===== src/rtl/module_keypad_scanner_pkg.sv =====
// Shared types and key encoding for the 4x4 keypad scanner.
package pkg_keypad;

    typedef enum logic [1:0] {
        SCAN     = 2'd0,
        DEBOUNCE = 2'd1,
        PRESSED  = 2'd2,
        RELEASE  = 2'd3
    } keypad_state_t;

    localparam logic [3:0] KEY_ENTER = 4'hE;
    localparam logic [3:0] KEY_F     = 4'hF;

    // Physical layout: rows 0..3 top to bottom, columns 0..3 left to right.
    function automatic logic [3:0] key_map(input logic [1:0] row_idx, input logic [1:0] col_idx);
        logic [3:0] code;
        case ({row_idx, col_idx})
            4'b00_00: code = 4'h1;
            4'b00_01: code = 4'h2;
            4'b00_10: code = 4'h3;
            4'b00_11: code = 4'hA;
            4'b01_00: code = 4'h4;
            4'b01_01: code = 4'h5;
            4'b01_10: code = 4'h6;
            4'b01_11: code = 4'hB;
            4'b10_00: code = 4'h7;
            4'b10_01: code = 4'h8;
            4'b10_10: code = 4'h9;
            4'b10_11: code = 4'hC;
            4'b11_00: code = KEY_ENTER;
            4'b11_01: code = 4'h0;
            4'b11_10: code = KEY_F;
            default:  code = 4'hD;
        endcase
        return code;
    endfunction

    // Only meaningful for a one-hot row pattern.
    function automatic logic [1:0] row_index(input logic [3:0] rows);
        logic [1:0] idx;
        case (rows)
            4'b0010: idx = 2'd1;
            4'b0100: idx = 2'd2;
            4'b1000: idx = 2'd3;
            default: idx = 2'd0;
        endcase
        return idx;
    endfunction

endpackage


===== src/rtl/module_keypad_scanner_sync.sv =====
// Two-stage synchronizer bringing the asynchronous row lines into the clock domain.
module module_keypad_sync (
    input  logic       clk_i,
    input  logic       rst_n_i,
    input  logic [3:0] d_i,
    output logic [3:0] q_o
);

    logic [3:0] meta_q, meta_d;
    logic [3:0] sync_q, sync_d;

    always_comb begin
        meta_d = d_i;
        sync_d = meta_q;
    end

    always_ff @(posedge clk_i or negedge rst_n_i) begin
        if (!rst_n_i) begin
            meta_q <= '0;
            sync_q <= '0;
        end else begin
            meta_q <= meta_d;
            sync_q <= sync_d;
        end
    end

    assign q_o = sync_q;

endmodule


===== src/rtl/module_keypad_scanner.sv =====
// 4x4 keypad scanner: column scan, press/release debounce, hex encode, one pulse per press.
// Define KEYPAD_REPEAT_EN to re-pulse key_valid_o every REPEAT_COUNT cycles while a key is held.
module module_keypad_scanner
    import pkg_keypad::*;
#(
    parameter int unsigned SCAN_COUNT     = 10_000,
    parameter int unsigned SCAN_BITS      = 14,
    parameter int unsigned DEBOUNCE_COUNT = 100_000,
    parameter int unsigned DEBOUNCE_BITS  = 17,
    parameter int unsigned REPEAT_COUNT   = 5_000_000,
    parameter int unsigned REPEAT_BITS    = 23
) (
    input  logic       clk_i,
    input  logic       rst_n_i,
    input  logic [3:0] fila_i,
    output logic [1:0] col_o,
    output logic [3:0] key_code_o,
    output logic       key_valid_o,
    output logic       key_held_o
);

    localparam logic [SCAN_BITS-1:0]     SCAN_LAST = SCAN_BITS'(SCAN_COUNT - 1);
    localparam logic [DEBOUNCE_BITS-1:0] DEB_LAST  = DEBOUNCE_BITS'(DEBOUNCE_COUNT - 1);

    logic [3:0] rows_s;
    logic       row_valid;

    keypad_state_t            state_q, state_d;
    logic [1:0]               col_q, col_d;
    logic [SCAN_BITS-1:0]     scan_cnt_q, scan_cnt_d;
    logic [DEBOUNCE_BITS-1:0] deb_cnt_q, deb_cnt_d;
    logic [3:0]               cand_rows_q, cand_rows_d;
    logic [1:0]               cand_col_q, cand_col_d;
    logic [3:0]               key_code_q, key_code_d;
    logic                     key_valid_q, key_valid_d;
    logic                     key_held_q, key_held_d;

`ifdef KEYPAD_REPEAT_EN
    localparam logic [REPEAT_BITS-1:0] REP_LAST = REPEAT_BITS'(REPEAT_COUNT - 1);
    logic [REPEAT_BITS-1:0] rep_cnt_q, rep_cnt_d;
`else
    logic repeat_cfg_unused;
    assign repeat_cfg_unused = ^{REPEAT_COUNT, REPEAT_BITS};
`endif

    module_keypad_sync u_sync (
        .clk_i   (clk_i),
        .rst_n_i (rst_n_i),
        .d_i     (fila_i),
        .q_o     (rows_s)
    );

    // Simultaneous rows are ambiguous and treated as no key at all.
    assign row_valid = $onehot(rows_s);

    always_comb begin
        state_d     = state_q;
        col_d       = col_q;
        scan_cnt_d  = scan_cnt_q;
        deb_cnt_d   = deb_cnt_q;
        cand_rows_d = cand_rows_q;
        cand_col_d  = cand_col_q;
        key_code_d  = key_code_q;
        key_valid_d = 1'b0;
`ifdef KEYPAD_REPEAT_EN
        rep_cnt_d   = rep_cnt_q;
`endif
        case (state_q)
            SCAN: begin
                if (row_valid) begin
                    cand_rows_d = rows_s;
                    cand_col_d  = col_q;
                    deb_cnt_d   = '0;
                    scan_cnt_d  = '0;
                    state_d     = DEBOUNCE;
                end else if (scan_cnt_q == SCAN_LAST) begin
                    scan_cnt_d = '0;
                    col_d      = col_q + 2'd1;
                end else begin
                    scan_cnt_d = scan_cnt_q + 1'b1;
                end
            end
            DEBOUNCE: begin
                if (rows_s != cand_rows_q) begin
                    deb_cnt_d = '0;
                    state_d   = SCAN;
                end else if (deb_cnt_q == DEB_LAST) begin
                    key_code_d  = key_map(row_index(cand_rows_q), cand_col_q);
                    key_valid_d = 1'b1;
                    deb_cnt_d   = '0;
                    state_d     = PRESSED;
                end else begin
                    deb_cnt_d = deb_cnt_q + 1'b1;
                end
            end
            PRESSED: begin
                if (rows_s == 4'b0000) begin
                    deb_cnt_d = '0;
                    state_d   = RELEASE;
`ifdef KEYPAD_REPEAT_EN
                    rep_cnt_d = '0;
                end else if (rep_cnt_q == REP_LAST) begin
                    rep_cnt_d   = '0;
                    key_valid_d = 1'b1;
                end else begin
                    rep_cnt_d = rep_cnt_q + 1'b1;
`endif
                end
            end
            default: begin
                // RELEASE: any row activity restarts the quiet-time measurement.
                if (rows_s != 4'b0000) begin
                    deb_cnt_d = '0;
                end else if (deb_cnt_q == DEB_LAST) begin
                    deb_cnt_d  = '0;
                    scan_cnt_d = '0;
                    state_d    = SCAN;
                end else begin
                    deb_cnt_d = deb_cnt_q + 1'b1;
                end
            end
        endcase
        key_held_d = (state_d == PRESSED) || (state_d == RELEASE);
    end

    always_ff @(posedge clk_i or negedge rst_n_i) begin
        if (!rst_n_i) begin
            state_q     <= SCAN;
            col_q       <= '0;
            scan_cnt_q  <= '0;
            deb_cnt_q   <= '0;
            cand_rows_q <= '0;
            cand_col_q  <= '0;
            key_code_q  <= '0;
            key_valid_q <= 1'b0;
            key_held_q  <= 1'b0;
`ifdef KEYPAD_REPEAT_EN
            rep_cnt_q   <= '0;
`endif
        end else begin
            state_q     <= state_d;
            col_q       <= col_d;
            scan_cnt_q  <= scan_cnt_d;
            deb_cnt_q   <= deb_cnt_d;
            cand_rows_q <= cand_rows_d;
            cand_col_q  <= cand_col_d;
            key_code_q  <= key_code_d;
            key_valid_q <= key_valid_d;
            key_held_q  <= key_held_d;
`ifdef KEYPAD_REPEAT_EN
            rep_cnt_q   <= rep_cnt_d;
`endif
        end
    end

    assign col_o       = col_q;
    assign key_code_o  = key_code_q;
    assign key_valid_o = key_valid_q;
    assign key_held_o  = key_held_q;

endmodule


===== config.mk =====
export PLATFORM = sky130hd
export DESIGN_NAME = module_keypad_scanner
export DESIGN_NICKNAME = d
export VERILOG_FILES = /design/src/rtl/module_keypad_scanner_pkg.sv /design/src/rtl/module_keypad_scanner_sync.sv /design/src/rtl/module_keypad_scanner.sv
export SDC_FILE = /design/constraint.sdc
export NUM_CORES = 1
export LEC_CHECK = 0
export CORE_MARGIN = 2
export CORE_UTILIZATION = 50
export DETAILED_ROUTE_END_ITERATION = 16
export PLACE_DENSITY = 0.68
export SETUP_SLACK_MARGIN = 0.4
export SYNTH_ARGS = -nofsm -noshare
export SYNTH_HDL_FRONTEND = slang
export SYNTH_SLANG_ARGS = --single-unit
export TNS_END_PERCENT = 30

===== constraint.sdc =====
create_clock -name clk_i -period 7.5 [get_ports clk_i]
set_clock_uncertainty 0.15 [all_clocks]
set_input_delay 1.5 -clock clk_i [delete_from_list [all_inputs] [get_ports clk_i]]
set_output_delay 1.5 -clock clk_i [all_outputs]
set_load 0.01 [all_outputs]

==> Word level (Yosys, flattened, before mapping) <==
Memories as Yosys holds them, arrays and structs flattened. A register that Yosys moved wholly into a read port is not among the register bits.
Index checks and enable logic that the tools add are counted.
{ "totals": {"ff_bits": 51, "romBits": 64, "inputBits": 6, "out_inout_bits": 8, "word_cells": 71, "memories": 1} }
{ "classes": {"n_addsub": 6, "eq_ne": 14, "muxes": 25, "n_bitwise": 3, "n_reduce_logical": 12} }
{ "memory_table": {"columns": ["memory", "words", "width", "rd", "rd_ports_with_merged_regs", "write_ports", "line_no", "text"], "rows": [
  ["(no name shown)", 16, 4, 1, 1, 0, "module_keypad_scanner_pkg.sv:17", "case ({row_idx, col_idx})"]
]} }
{ "op_table": {"columns": ["operator", "n"], "rows": [
  ["$mux 17", 5],
  ["$mux 14", 4],
  ["$pmux 17 s3", 1],
  ["$pmux 14 s2", 1],
  ["$mux 2", 9],
  ["$add 17x1->17 const B", 1],
  ["$eq 17x17->1 const B", 1],
  ["$add 14x1->14 const B", 1],
  ["$eq 14x14->1 const B", 1],
  ["$pmux 2 s3", 2],
  ["$reduce_and 3->1", 3],
  ["$eq 2x2->1 const B", 3],
  ["$add 1x1->2", 2],
  ["$eq 4x2->1 const B", 1],
  ["$eq 4x3->1 const B", 1],
  ["$eq 4x4->1 const B", 1],
  ["$logic_not 4->1", 1],
  ["$ne 2x2->1 const B", 2],
  ["$ne 4x4->1", 1],
  ["$reduce_and 2->1", 2],
  ["$reduce_bool 4->1", 1],
  ["$add 2x2->3", 1],
  ["$eq 3x1->1 const B", 1],
  ["$mux 1", 3],
  ["9 further kinds", 11]
]} }

==> Logic depth before layout (Yosys ltp) <==
Gate-level depths: netlist of run 1.
{ "logic_depth": {"depth_word": 7, "depth_mapped": 12, "mapped_depth_nobuf": 10} }

==> Modules after synthesis <==
Synthesis of run 1 repeated with hierarchy kept, for this count alone.
{ "unflattened": {"hier_cells": 298, "area_unflattened_um2": 2945.3} }
{ "modules_own_cells": {"columns": ["mod", "instances", "cells_each", "area_per_inst_um2", "seq_area_each_um2"], "rows": [
  ["module_keypad_scanner", 1, 290, 2745.1, 1151.1],
  ["module_keypad_sync", 1, 8, 200.2, 200.2]
]} }

==> Least setup slack after synthesis of run 1 <==
No wires, ideal clock.
{ "synth_path": {"kind": "reg-to-reg", "from": "reg u_sync.sync_q[0] (netlist: u_sync.q_o[0])", "to": "reg scan_cnt_q[10]", "setup_ns": 0.121, "arrival_ns": 2.905, "required_ns": 7.229, "slack_ns": 4.324, "path_stages_with_launch": 12, "n_path_buf": 1, "period_less_slack_ns": 3.176, "path_cell_list": "dfrtp_1 -> inv_1 -> fa_1 -> inv_1 -> ha_1 -> ha_1 -> or3b_1 -> clkbuf_1 -> and2_1 -> a21oi_1 -> o21ai_0 -> a22o_1"} }
{ "synth_via": {"elab_chain_cells": 5, "word_cells_on_any_way": 8, "classes_between": "add/sub: 2; eq/ne: 2; mux: 2; reduce/logical: 2"} }
{ "synth_lines": {"columns": ["element", "line_no", "text"], "rows": [
  ["from (decl)", "module_keypad_scanner_sync.sv:10", "logic [3:0] sync_q, sync_d;"],
  ["from (signal assigned)", "module_keypad_scanner_sync.sv:23", "sync_q <= sync_d;"],
  ["$add 1x1->2 (not written as such)", "module_keypad_scanner.sv:54", "assign row_valid = $onehot(rows_s);"],
  ["$add 2x2->3 (not written as such)", "module_keypad_scanner.sv:54", null],
  ["$eq 3x1->1", "module_keypad_scanner.sv:54", null],
  ["$mux 14", "module_keypad_scanner.sv:70", "if (row_valid) begin"],
  ["$pmux 14 s2", "module_keypad_scanner.sv:68", "case (state_q)"],
  ["to (signal assigned)", "module_keypad_scanner.sv:143", "scan_cnt_q <= scan_cnt_d;"],
  ["to (decl)", "module_keypad_scanner.sv:30", "logic [SCAN_BITS-1:0] scan_cnt_q, scan_cnt_d;"]
]} }
Parallel ways exist; a longest one is shown, timed or not.
A chain may end at the register's enable or synchronous reset.

==> Worst setup path after layout of run 1 <==
{ "layout_path": {"from": "reg u_sync.sync_q[0] (netlist: u_sync.q_o[0])", "to": "reg deb_cnt_q[8]"} }
{ "layout_via": {"elab_chain_cells": 5, "word_cells_on_any_way": 12, "classes_between": "add/sub: 2; eq/ne: 4; mux: 3; reduce/logical: 3"} }
{ "layout_lines": {"columns": ["element", "line_no", "text"], "rows": [
  ["$add 1x1->2 (not written as such)", "module_keypad_scanner.sv:54", null],
  ["$add 2x2->3 (not written as such)", "module_keypad_scanner.sv:54", null],
  ["$eq 3x1->1", "module_keypad_scanner.sv:54", null],
  ["$ne 2x2->1 (no source line)", null, null],
  ["$reduce_and 2->1 (no source line)", null, null],
  ["to (signal assigned)", "module_keypad_scanner.sv:144", "deb_cnt_q <= deb_cnt_d;"],
  ["to (decl)", "module_keypad_scanner.sv:31", "logic [DEBOUNCE_BITS-1:0] deb_cnt_q, deb_cnt_d;"]
]} }
Parallel ways exist; a longest one is shown, timed or not.

==> impl_metrics.yaml, run 1 <==
run_status:
  outcome: "completed"
critical_path:
  path_cells: "inv_1 -> fa_1 -> inv_1 -> ha_1 -> ha_1 -> or3b_1 -> a22oi_1 -> and4b_1 -> a21oi_1 -> o21ai_0"
  cp_max_fo: 15
  cp-end-kind: "flip-flop"
  required_ns: 7.58
  crit_slowest_cell: "a22oi_1"
  arrival_ns: 3.72
  crit_type: "flip-flop to flip-flop"
  cpPeakStageDelay_ns: 1.00
  startpoint_type: "flip-flop"
die:
  ios: 14
  dieArea_sq_um: 6928
  coreArea_sq_um: 5991
  die_h_microns: 83.24
  start_util: 0.5240
  fp.dieW_microns: 83.24
  rows: 28
logic_synthesis:
  synth_edf_count: 0
  synth_top_area_frac: 0.4305
  ys_types: 57
  synthFlopType: "dfrtp_1"
  yosys-top-cells-area: "dfrtp_1 43%, ha_1 6.0%, o21ai_0 4.3%"
  ys_async_sr_fraction: 1.000
  synth_top_area_cell: "dfrtp_1"
  yosys_warnings: 0
  synth_cells: 328
  syn_avg_cell_area_sq_um: 9.571
  syn-cell-area_sq_um: 3139
  synth.most_common_cell: "dfrtp_1"
  synth-seq-cells: 54
  synth_common_cells: "54 x dfrtp_1, 27 x o21ai_0, 26 x nand2_1"
  yosysSeqAreaShare: 0.4305
  syn-num-nets: 350
layout:
  diodes: 0
  final_cell_area_sq_um: 3415
  final-seq-area_sq_um: 1351
  fillers: 517
  drive_above_1_share: 0.07122
  syn2layout_area_growth_pct: 8.768
  multiInputGateArea_sq_um: 1668
  nets: 358
detailed_routing:
  vias_per_cell: 5.883
  routed_wl_microns: 6072
  dr.first_iter.drc_count: 128
  routedWlPerCell_microns: 14.74
  route.vias.total: 2424
  ant_nets: 0
  drc: 0
  drt-pass1-iter-count: 4
global_routing:
  track_usage: 0.1837
  gr-total-overflow: 0
  grt_max_degree: 55
  grt_pass1_wl_microns: 10700
  grt_pass1_vias: 2324
  antenna_found_initial: 0
placed_design:
  io_buffers: 13
  dpl_cell_area_sq_um: 3309
  place.gp.congestion: 0.8872
  dp_hpwl_microns: 4275
clock_tree:
  cts_setup_buffers: 0
  cts_tree: "built"
  clk_path_buf_depth: 2
  cts.clk_slew.worst_paths_ns: 0.09
  post_cts_resized: 0
  cts_sinks: 54
  insertion_delay_ns: 0.31
  root_buffer: "clkbuf_8"
  cts_max_level: 2
  postCtsHoldBufs: 0
  cts_made_buffers: 5
pwr:
  p_per_area_nw_per_um2: 228.3
  seq_power_share: 0.453
  internal_power_uw: 497.5
  power_frac_clock: 0.227
  pwr-share-comb: 0.320
  switching_share: 0.3617
  peakVddDrop_v: 0.0001394
  switchingPower_uw: 281.9
  leakage_nw: 1.488
sta:
  finalCritPeriodShare: 0.4851
  drv_slew: 0
  slew_headroom: 0.1265
  tightest_slew_ns: 1.310
  rsz0062_at_grt: "false"
  fmax_ghz: 0.2749
  min_period_ns: 3.638
  setup_tns_ns: 0
  setup_viol: 0
  hold_viol: 0
job:
  maxCapViolations: 0
hold_path:
  hp-class: "flip-flop to flip-flop"
-- sequential cells by signal, summed over array words and instances, names as in the netlist, named ones only --
name	count
col_o	2
cand_col_q	2
u_sync.q_o	4
deb_cnt_q	17
scan_cnt_q	14
cand_rows_q	4
u_sync.meta_q	4
key_valid_o	1
key_code_o	4
-- worst max-delay path, delay by kind of cell, from the launching register on --
kind	cells	cell delay, ns
buffers and inverters	2	0.12
adder cells (fa/ha/maj)	3	0.96
flip-flops	1	0.37
AO/OA/AOI/OAI	3	1.19
AND/OR/NAND/NOR	2	0.78
-- through the flow --
| stage | total power, mW | utilization | instances | hold WS (ns) | setup slack [ns] |
|---|---|---|---|---|---|
| after CTS | 0.7862 | 0.5700 | 412 | 0.2104 | 3.860 |
| after detailed placement | 0.6067 | 0.5524 | 404 | 0.1896 | 3.879 |
| after global routing | 0.8328 | 0.5700 | 412 | 0.2141 | 3.570 |
| after global placement | 0.6014 | 0.5524 | 404 | 0.1842 | 3.880 |
| final | 0.7795 | 0.5700 | 412 | 0.2058 | 3.862 |
| after floorplan | 0.5449 | - | 328 | 0.1812 | 4.324 |
-- layout make-up --
| type | count | area share |
|---|---|---|
| sequential | 54 | 0.3958 |
| tap | 75 | 0.02748 |
| timing repair buffer | 14 | 0.03884 |
| clock buffer | 7 | 0.02822 |
| multi-input combinational | 244 | 0.4885 |
| inverter | 17 | 0.01869 |
| clock inverter | 1 | 0.002565 |
-- cell families after synthesis --
| kind of cell | count (synthesis) | share of synthesized area |
|---|---|---|
| xor gates and xnor gates | 9 | 0.02511 |
| muxes | 13 | 0.04504 |
| and+or+nand+nor | 128 | 0.2288 |
| adders and majority gates | 16 | 0.06616 |
| buffers and inverters | 30 | 0.03826 |
| AOI/OAI and AO/OA | 78 | 0.1662 |
| DFF | 54 | 0.4305 |
-- per-layer routing --
metal	track usage	vias up	part of all wire	wire length, microns
met5	0	-	0	0
met1	0.2543	1181	0.50	3066
met2	0.2977	27	0.45	2756
met4	0.04918	0	0.012	72
li1	-	1210	-	-
met3	0.03280	6	0.029	178
-- cells in the final DEF, fill, tap and decap left out, types with 4 or more instances in the layout --
master / Yosys / routed
a21oi_1: 11 / 11
a22o_1: 11 / 11
a31oi_1: 4 / 4
and3_1: 10 / 10
clkbuf_8: 0 / 7
clkdlybuf4s50_1: 0 / 12
dfrtp_1: 54 / 54
ha_1: 15 / 15
inv_1: 17 / 17
mux2_2: 6 / 6
mux2i_1: 4 / 4
nand2_1: 26 / 26
nand3_1: 18 / 18
nand4_1: 5 / 5
nor2_1: 12 / 12
nor2b_1: 10 / 10
nor3_1: 17 / 17
o21ai_0: 27 / 27
xnor2_1: 7 / 7
-- power by group through the flow --
stage                     Clock, mW  Sequential (mW)  Combinational, mW
final                         0.177            0.353              0.249
after global routing          0.194            0.360              0.279
after CTS                     0.184            0.353              0.250
after detailed placement          0            0.358              0.248
after global placement            0            0.357              0.244
after floorplan                   0            0.349              0.196
-- worst paths after layout --
check / startpoint / end / slack, ns / depth (start not counted)
min in group asynchronous: rst_n_i / deb_cnt_q[3] / 1.15 / 2
hold / removal: u_sync.meta_q[0] / u_sync.q_o[0] / 0.21 / 0
setup / recovery: u_sync.q_o[0] / deb_cnt_q[8] / 3.86 / 10
setup reg to reg: u_sync.q_o[0] / deb_cnt_q[8] / 3.86 / 10
hold reg to reg: u_sync.meta_q[0] / u_sync.q_o[0] / 0.21 / 0
max in group asynchronous: rst_n_i / scan_cnt_q[5] / 5.60 / 2
No activity file was read; power rests on OpenSTA's default activity.
==> run 2, diff against run 1 <==
PLACE_DENSITY = 0.7   (was 0.68)
clock period = 3.07 ns   (was 7.5 ns; I/O delays follow)
==> impl_metrics.yaml, run 2 (synthesis gave the netlist of run 1 again) <==
detailed_routing:
  routed_wl_microns: 6766
  route.vias.total: 2566
  vias_per_cell: 5.872
  dr.first_iter.drc_count: 146
  drt-pass1-iter-count: 4
  drc: 0
  routedWlPerCell_microns: 15.48
  ant_nets: 0
layout:
  top_regs: "deb_cnt_q (17), scan_cnt_q (14)"
  final_cell_area_sq_um: 3735
  nets: 384
  largest-register: "deb_cnt_q"
  drive_above_1_share: 0.1740
  largest_reg_flops: 17
  diodes: 0
  syn2layout_area_growth_pct: 18.97
  layout_common_cells: "54 x dfrtp_1, 26 x nand2_1, 22 x buf_4"
  final_common_cell: "dfrtp_1"
pwr:
  p_per_area_nw_per_um2: 586.4
  peakVddDrop_v: 0.0003191
  leakage_nw: 1.646
critical_path:
  crit_type: "flip-flop to flip-flop"
  arrival_ns: 2.99
  cp_max_fo: 5
  cp-end-kind: "flip-flop"
  required_ns: 3.12
  startpoint_type: "flip-flop"
clock_tree:
  cts_tree: "built"
  cts_sinks: 54
  cts_max_level: 2
  root_buffer: "clkbuf_8"
  cts.clk_slew.worst_paths_ns: 0.10
  cts_made_buffers: 5
  clk_path_buf_depth: 2
  insertion_delay_ns: 0.31
job:
  maxCapViolations: 0
die:
  fp.dieW_microns: 83.24
  rows: 28
  ios: 14
  coreArea_sq_um: 5991
  die_h_microns: 83.24
  dieArea_sq_um: 6928
  start_util: 0.5240
placed_design:
  io_buffers: 13
  dpl_cell_area_sq_um: 3416
  place.gp.congestion: 0.8554
  dp_hpwl_microns: 4462
global_routing:
  grt_pass1_wl_microns: 11610
  antenna_found_initial: 0
  grt_max_degree: 22
  track_usage: 0.2011
  grt_pass1_vias: 2546
  gr-total-overflow: 0
sta:
  finalCritPeriodShare: 0.9601
  drv_slew: 0
  whs_ns: 0.03694
  slew_headroom: 0.5806
  setup_viol: 0
  rsz0062_at_grt: "true"
  fmax_ghz: 0.3393
  min_period_ns: 2.948
  hold_viol: 0
  tightest_slew_ns: 0.6243
run_status:
  outcome: "completed"
hold_path:
  hp-class: "input port to async pin"
[run 2: final cells by class]
class,instances,area [sq um]
fill,503,2256
clock buffer,6,82.58
sequential,54,1351
multi-input combinational,244,1767
tap,75,93.84
timing repair buffer,40,346.6
clock inverter,1,30.03
inverter,17,63.81
[run 2: power by group]
group          switching, mW  internal, mW  leakage (nW)
combinational          0.442         0.397         0.868
sequential            0.0900         0.776         0.721
clock                  0.225         0.261        0.0573
[run 2: worst paths after layout]
check / from / slack (ns) / depth (start not counted) / endpoint
worst max-delay path: u_sync.q_o[1] / 0.12 / 12 / scan_cnt_q[7]
worst min-delay path: rst_n_i / 0.04 / 1 / deb_cnt_q[3]
worst max register to register: u_sync.q_o[1] / 0.12 / 12 / scan_cnt_q[7]
worst min register to register: u_sync.meta_q[2] / 0.20 / 0 / u_sync.q_o[2]
max in group asynchronous: rst_n_i / 2.14 / 2 / scan_cnt_q[2]
min in group clk_i: u_sync.meta_q[2] / 0.20 / 0 / u_sync.q_o[2]
[run 2: timing repair]
action                                  CTS  global route
pin swaps                                 8             1
gates resized for setup                  13             6
endpoints found under the setup margin   32            44
hold buffers                              0             0
gates cloned                              0             1
buffers inserted                         13             4
[run 2: metal layers]
| metal | wire length, microns | up-vias | GRT usage | part of all wire |
|---|---|---|---|---|
| met3 | 195 | 11 | 0.03678 | 0.029 |
| li1 | - | 1265 | - | - |
| met1 | 3207 | 1248 | 0.2720 | 0.47 |
| met2 | 3236 | 42 | 0.3277 | 0.48 |
| met5 | 0 | - | 0 | 0 |
| met4 | 125 | 0 | 0.06408 | 0.018 |
[run 2: stage by stage]
stage                     total power [mW]  setup slack [ns]  setup TNS [ns]    util  std cells
after floorplan                      1.375            0.1638               0       -        328
after global placement               1.526           0.03541               0  0.5702        412
after detailed placement             1.535          -0.05542        -0.09048  0.5702        412
after CTS                            2.149            0.1465               0  0.6134        432
after global routing                 2.321           0.02555               0  0.6234        437
final                                2.190            0.1224               0  0.6234        437
[run 2: critical path, stage by stage (launching register included)]
cell and delay (ns):
dfrtp_1 0.38, inv_1 0.08, fa_1 0.51, inv_1 0.04, ha_2 0.17, ha_4 0.20
or3b_4 0.41, buf_6 0.13, and2_4 0.16, a21oi_4 0.17, buf_6 0.15, o21ai_2 0.05
a22o_1 0.24
